File: config.mk
export PLATFORM = sky130hd
export DESIGN_NAME = simple_bus_rr_arb
export DESIGN_NICKNAME = d
export VERILOG_FILES = /design/src/rtl/simple_bus_rr_arb.sv
export SDC_FILE = /design/constraint.sdc
export NUM_CORES = 1
export LEC_CHECK = 0
export BUFFER_PORTS_ARGS = -buffer_cell sky130_fd_sc_hd__clkbuf_2
export CORE_MARGIN = 5
export CORE_UTILIZATION = 52
export DETAILED_ROUTE_END_ITERATION = 12
export GPL_TIMING_DRIVEN = 1
export PLACE_DENSITY_LB_ADDON = 0.3
export SLEW_MARGIN = 20
export SYNTH_ARGS = -nofsm -noshare
export SYNTH_HDL_FRONTEND = slang
export SYNTH_SLANG_ARGS = --single-unit
File: constraint.sdc
create_clock -name i_clk -period 1.85 [get_ports i_clk]
set_input_delay 0.37 -clock i_clk [delete_from_list [all_inputs] [get_ports i_clk]]
set_output_delay 0.37 -clock i_clk [all_outputs]
set_load 0.005 [all_outputs]
File: src/rtl/simple_bus_rr_arb.sv
`default_nettype none
// ============================================================================
// Module   : simple_bus_rr_arb
// Brief    : Round-robin arbiter sharing one simple-bus slave among N_MST
//            masters, with valid/ack handshake and slave timeout.
// Revision : 1.0
// ============================================================================
module simple_bus_rr_arb #(
    parameter int N_MST          = 2,
    parameter int ADDR_BIT_WIDTH = 2,
    parameter int DATA_BIT_WIDTH = 8,
    parameter int TIMEOUT_CYC    = 15
) (
    input  logic                               i_clk,
    input  logic                               i_async_rst_n,
    input  logic [N_MST-1:0]                   i_mst_req,
    input  logic [N_MST-1:0]                   i_mst_we,
    input  logic [N_MST*ADDR_BIT_WIDTH-1:0]    i_mst_addr,
    input  logic [N_MST*DATA_BIT_WIDTH-1:0]    i_mst_wr_data,
    output logic [N_MST-1:0]                   o_mst_gnt,
    output logic [N_MST-1:0]                   o_mst_rsp_vld,
    output logic                               o_mst_rsp_err,
    output logic [DATA_BIT_WIDTH-1:0]          o_mst_rd_data,
    output logic                               o_slv_req,
    output logic                               o_slv_we,
    output logic [ADDR_BIT_WIDTH-1:0]          o_slv_addr,
    output logic [DATA_BIT_WIDTH-1:0]          o_slv_wr_data,
    input  logic                               i_slv_ack,
    input  logic [DATA_BIT_WIDTH-1:0]          i_slv_rd_data
);

    localparam int c_ptr_w = (N_MST > 1) ? $clog2(N_MST) : 1;
    localparam int c_cnt_w = (TIMEOUT_CYC > 0) ? $clog2(TIMEOUT_CYC + 1) : 1;

    localparam logic [c_ptr_w-1:0] c_last_mst   = c_ptr_w'(N_MST - 1);
    localparam logic [c_ptr_w:0]   c_n_mst_ext  = (c_ptr_w + 1)'(N_MST);
    localparam logic [c_cnt_w-1:0] c_timeout    = c_cnt_w'(TIMEOUT_CYC);
    localparam logic               c_timeout_en = (TIMEOUT_CYC > 0);
    localparam logic [N_MST-1:0]   c_one        = N_MST'(1);

    typedef enum logic [1:0] {
        ST_IDLE = 2'd0,
        ST_BUSY = 2'd1,
        ST_RSP  = 2'd2
    } state_t;

    state_t                      r_state;
    logic [1:0]                  r_rst_sync;
    logic                        w_rst_n;
    logic [c_ptr_w-1:0]          r_ptr;
    logic [c_ptr_w-1:0]          r_sel;
    logic [c_cnt_w-1:0]          r_cnt;
    logic [N_MST-1:0]            r_gnt;
    logic [N_MST-1:0]            r_rsp_vld;
    logic                        r_rsp_err;
    logic [DATA_BIT_WIDTH-1:0]   r_rsp_data;
    logic                        r_slv_req;
    logic                        r_slv_we;
    logic [ADDR_BIT_WIDTH-1:0]   r_slv_addr;
    logic [DATA_BIT_WIDTH-1:0]   r_slv_wr_data;

    logic                        w_any;
    logic [2*N_MST-1:0]          w_rot;
    logic [c_ptr_w-1:0]          w_off;
    logic [c_ptr_w:0]            w_sum;
    logic [c_ptr_w-1:0]          w_sel;
    logic [c_ptr_w-1:0]          w_ptr_nxt;
    logic [c_cnt_w-1:0]          w_cnt_inc;

    // Reset asserts immediately but releases on a clock edge.
    always_ff @(posedge i_clk or negedge i_async_rst_n) begin
        if (!i_async_rst_n) begin
            r_rst_sync <= 2'b00;
        end else begin
            r_rst_sync <= {r_rst_sync[0], 1'b1};
        end
    end

    assign w_rst_n = r_rst_sync[1];

    // Rotate requests so that the pointer position lands at bit 0; the lowest
    // set bit of the rotated vector is the offset of the winner from the pointer.
    always_comb begin
        w_any = |i_mst_req;
        w_rot = {i_mst_req, i_mst_req} >> r_ptr;
        w_off = '0;
        for (int i = N_MST - 1; i >= 0; i--) begin
            if (w_rot[i]) begin
                w_off = c_ptr_w'(i);
            end
        end
        w_sum = {1'b0, r_ptr} + {1'b0, w_off};
        if (w_sum >= c_n_mst_ext) begin
            w_sum = w_sum - c_n_mst_ext;
        end
        w_sel     = w_sum[c_ptr_w-1:0];
        w_ptr_nxt = (w_sel == c_last_mst) ? '0 : w_sel + c_ptr_w'(1);
        w_cnt_inc = r_cnt + c_cnt_w'(1);
    end

    always_ff @(posedge i_clk or negedge w_rst_n) begin
        if (!w_rst_n) begin
            r_state       <= ST_IDLE;
            r_ptr         <= '0;
            r_sel         <= '0;
            r_cnt         <= '0;
            r_gnt         <= '0;
            r_rsp_vld     <= '0;
            r_rsp_err     <= 1'b0;
            r_rsp_data    <= '0;
            r_slv_req     <= 1'b0;
            r_slv_we      <= 1'b0;
            r_slv_addr    <= '0;
            r_slv_wr_data <= '0;
        end else begin
            r_gnt <= '0;
            case (r_state)
                ST_IDLE: begin
                    r_cnt <= '0;
                    if (w_any) begin
                        r_state       <= ST_BUSY;
                        r_sel         <= w_sel;
                        r_ptr         <= w_ptr_nxt;
                        r_gnt         <= c_one << w_sel;
                        r_slv_req     <= 1'b1;
                        r_slv_we      <= i_mst_we[w_sel];
                        r_slv_addr    <= i_mst_addr[int'(w_sel)*ADDR_BIT_WIDTH +: ADDR_BIT_WIDTH];
                        r_slv_wr_data <= i_mst_wr_data[int'(w_sel)*DATA_BIT_WIDTH +: DATA_BIT_WIDTH];
                    end
                end
                ST_BUSY: begin
                    // Ack takes priority over a timeout expiring in the same cycle.
                    if (i_slv_ack) begin
                        r_state    <= ST_RSP;
                        r_slv_req  <= 1'b0;
                        r_rsp_vld  <= c_one << r_sel;
                        r_rsp_err  <= 1'b0;
                        r_rsp_data <= r_slv_we ? '0 : i_slv_rd_data;
                        r_cnt      <= '0;
                    end else if (c_timeout_en && (w_cnt_inc == c_timeout)) begin
                        r_state    <= ST_RSP;
                        r_slv_req  <= 1'b0;
                        r_rsp_vld  <= c_one << r_sel;
                        r_rsp_err  <= 1'b1;
                        r_rsp_data <= '0;
                        r_cnt      <= '0;
                    end else begin
                        r_cnt <= w_cnt_inc;
                    end
                end
                ST_RSP: begin
                    r_state    <= ST_IDLE;
                    r_rsp_vld  <= '0;
                    r_rsp_err  <= 1'b0;
                    r_rsp_data <= '0;
                    r_cnt      <= '0;
                end
                default: begin
                    r_state <= ST_IDLE;
                end
            endcase
        end
    end

    assign o_mst_gnt     = r_gnt;
    assign o_mst_rsp_vld = r_rsp_vld;
    assign o_mst_rsp_err = r_rsp_err;
    assign o_mst_rd_data = r_rsp_data;
    assign o_slv_req     = r_slv_req;
    assign o_slv_we      = r_slv_we;
    assign o_slv_addr    = r_slv_addr;
    assign o_slv_wr_data = r_slv_wr_data;

endmodule
`default_nettype wire

==> flow_metrics.py <==
metrics = {
    "critical_path": {
        "arrival_ns": 1.98,
        "worstPathRequired_ns": 2.08,
        "worst-path-max-fanout": 10,
        "cp-end-kind": "flip-flop",
        "path_cells": "ha_1 -> and2b_1 -> o211ai_4 -> a21oi_4 -> o21ai_2",
        "critPathKind": "reg2reg",
        "crit_path_start_kind": "flip-flop",
        "max_stage_delay_ns": 0.47,
        "cpMaxStageDelayCell": "dfrtp_1",
    },
    "outcome": {
        "status": "complete, no violations",
    },
    "floorplan": {
        "top_level_ports": 60,
        "core_area_um2": 3050,
        "start_util_pct": 54.5,
        "dieArea_um2": 4430,
        "die_h_um": 66.6,
        "rows": 20,
        "die_w_um": 66.6,
    },
    "cells_and_area": {
        "fin_nets": 253,
        "syn2layout_area_growth_pct": 27.6,
        "antenna_cells": 0,
        "post-route-util_pct": 69.6,
        "drive_above_1_share_pct": 42.9,
        "fillers": 235,
        "layoutNonFillerInstCount": 261,
    },
    "yosys": {
        "async_flop_share_pct": 100,
        "yosysMostFrequentCell": "dfrtp_1",
        "synth.distinct_cells": 44,
        "ys_seq_area_share_pct": 52.6,
        "synth_cells": 149,
        "synth-seq-cells": 35,
        "synth.net_count": 186,
        "syn_area_per_cell_um2": 11.2,
        "yosysTopAreaCellShare_pct": 52.6,
        "synth.area.top_cells": "dfrtp_1, nand2_1, o21ai_2",
        "yosys.area.top_type": "dfrtp_1",
        "ys.flop_type": "dfrtp_1",
        "synth_edf_count": 0,
        "synth_common_cells": "dfrtp_1, nand2_1, inv_1",
        "syn-cell-area_um2": 1670,
        "yosysWarnings": 0,
    },
    "timing": {
        "tightestPinTransition_ns": 0.699,
        "max_slew_margin_pct": 53.1,
        "post-route-period-util_pct": 94.7,
        "timing.final.crit_period_ns": 1.75,
        "drv_slew": 0,
        "rsz0062_at_grt": "false",
        "hold_violations": 0,
        "setup_ws_ns": 0.0983,
        "finalClockSkew_ns": 0.0107,
        "timing.fmax_mhz": 571,
        "final.setup.tns_ns": 0,
        "setup_viol_count_final": 0,
    },
    "detailed_routing": {
        "drt_iter0_markers": 111,
        "wl_mm": 3.73,
        "viasPerCell": 5.30,
        "wl_per_cell_um": 14.3,
        "vias": 1382,
        "drtPass1Iterations": 4,
        "drc": 0,
        "antenna_left": 0,
    },
    "clock_network": {
        "htree_levels": 2,
        "insertion_delay_ns": 0.34,
        "cts_root_buf": "clkbuf_4",
        "numCtsBuffers": 5,
        "cts_sinks": 35,
        "cts_hold_buf": 1,
        "clk_path_buf_depth": 2,
        "clk_pin_slew_worst_paths_ns": 0.11,
        "cts_tree": "yes",
        "cts_resized": 0,
        "postCtsSetupBuffers": 0,
    },
    "global_routing": {
        "grt_usage_pct": 19.1,
        "grt_remaining_overflow": 0,
        "grt_max_degree": 34,
        "grt_pass1_wl_mm": 6.35,
        "grt_pass1_vias": 1386,
        "antenna_found_initial": 0,
    },
    "placement": {
        "hpwlAfterDp_mm": 2.91,
        "gp_congestion": 0.804,
        "pre_cts_ws_ns": 0.110,
        "dp.cells": 252,
        "port_buffers": 59,
    },
    "flow_run": {
        "maxCapViolCount": 0,
    },
    "power": {
        "power.leakage_uw": 0.00109,
        "powerDensity_nw_per_um2": 1400,
        "ir_drop_mv": 0.924,
    },
    "min_path": {
        "hp-class": "in2reg",
    },
}
==> through the flow <==
stage	hold WS [ns]	power (µW)	cell area, µm²
CTS	0.210	3000	2120
global placement	0.155	2360	2030
floorplan	0.0744	1950	1670
detailed placement	0.157	2420	2030
finish	0.219	2970	2120
global route	0.202	3200	2120
==> final timing paths <==
path	start	cells past startpoint	to	slack, ns
min reg2reg	r_rst_sync[1]	1	o_mst_rd_data[2]	0.26
min	i_slv_rd_data[1]	3	o_mst_rd_data[1]	0.22
min in group asynchronous	r_rst_sync[1]	1	o_mst_rd_data[2]	0.26
max reg2reg	r_cnt[1]	5	o_mst_rd_data[4]	0.1
max	r_cnt[1]	5	o_mst_rd_data[4]	0.1
max in group asynchronous	r_rst_sync[1]	1	r_cnt[3]	1.28
==> cell usage in the layout, fill, tap and decap left out, types with 2 or more instances in the layout <==
cell type / count
clkbuf_2: 59
inv_1: 10
nand2b_1: 3
dfrtp_1: 35
ha_1: 2
nand4_1: 2
a21o_1: 2
buf_4: 6
o31ai_2: 2
o21ai_0: 8
a21oi_1: 2
clkbuf_4: 5
o21ai_1: 3
nand2_1: 26
o21ai_2: 8
nand3_1: 3
mux2i_1: 5
a222oi_1: 6
o211ai_1: 2
==> cell type report <==
type / instances / area (µm²) / share of cell area [%]
flip-flops and latches: 35 / 876 / 41.2
multi-input cells: 98 / 719 / 33.9
repair buffers: 66 / 350 / 16.5
well taps: 44 / 55.1 / 2.59
clock buffers: 6 / 51.3 / 2.41
inverters: 10 / 37.5 / 1.77
clock inverters: 2 / 35.0 / 1.65
==> logic make-up (layout without fill, tap and decap cells) <==
kind of cell               Yosys count  after routing  synth area share [%]
AOI/OAI and AO/OA                   44             44                  24.5
adders and majority gates            3              3                  2.10
buffers and inverters               16             84                  4.21
DFF                                 35             35                  52.6
muxes                                5              5                  3.01
other                                1              1                 0.225
and+or+nand+nor                     45             45                  13.4
==> flip-flops by register name, indices dropped and copies added, names as in the netlist <==
signal,cells
o_mst_gnt,2
r_sel,1
o_mst_rsp_err,1
o_mst_rsp_vld,2
o_slv_we,1
r_ptr,1
o_mst_rd_data,8
r_cnt,4
o_slv_wr_data,8
o_slv_req,1
o_slv_addr,2
r_state,2
r_rst_sync,2
==> where the power goes <==
part           leakage [µW]  total (µW)  switching (µW)  internal [µW]
Combinational      0.000596        1130             611            522
Clock             0.0000482         573             254            319
Sequential         0.000446        1260             214           1050
Total               0.00109        2970            1080           1890
==> worst max-delay path: cells and delay by family, from the launching register on <==
family / cells / cell delay, ns
compound gates: 3 / 0.68
simple gates: 1 / 0.27
flops: 1 / 0.47
fa+ha+maj: 1 / 0.22
==> metal layers <==
layer / track usage [%] / wire length (µm) / vias up
met2: 32.2 / 1930 / 35
met1: 22.8 / 1520 / 674
met3: 6.24 / 234 / 6
met5: 0 / 0 / -
met4: 6.09 / 50 / 0
li1: - / - / 667
No activity file was read; power rests on OpenSTA's default activity.
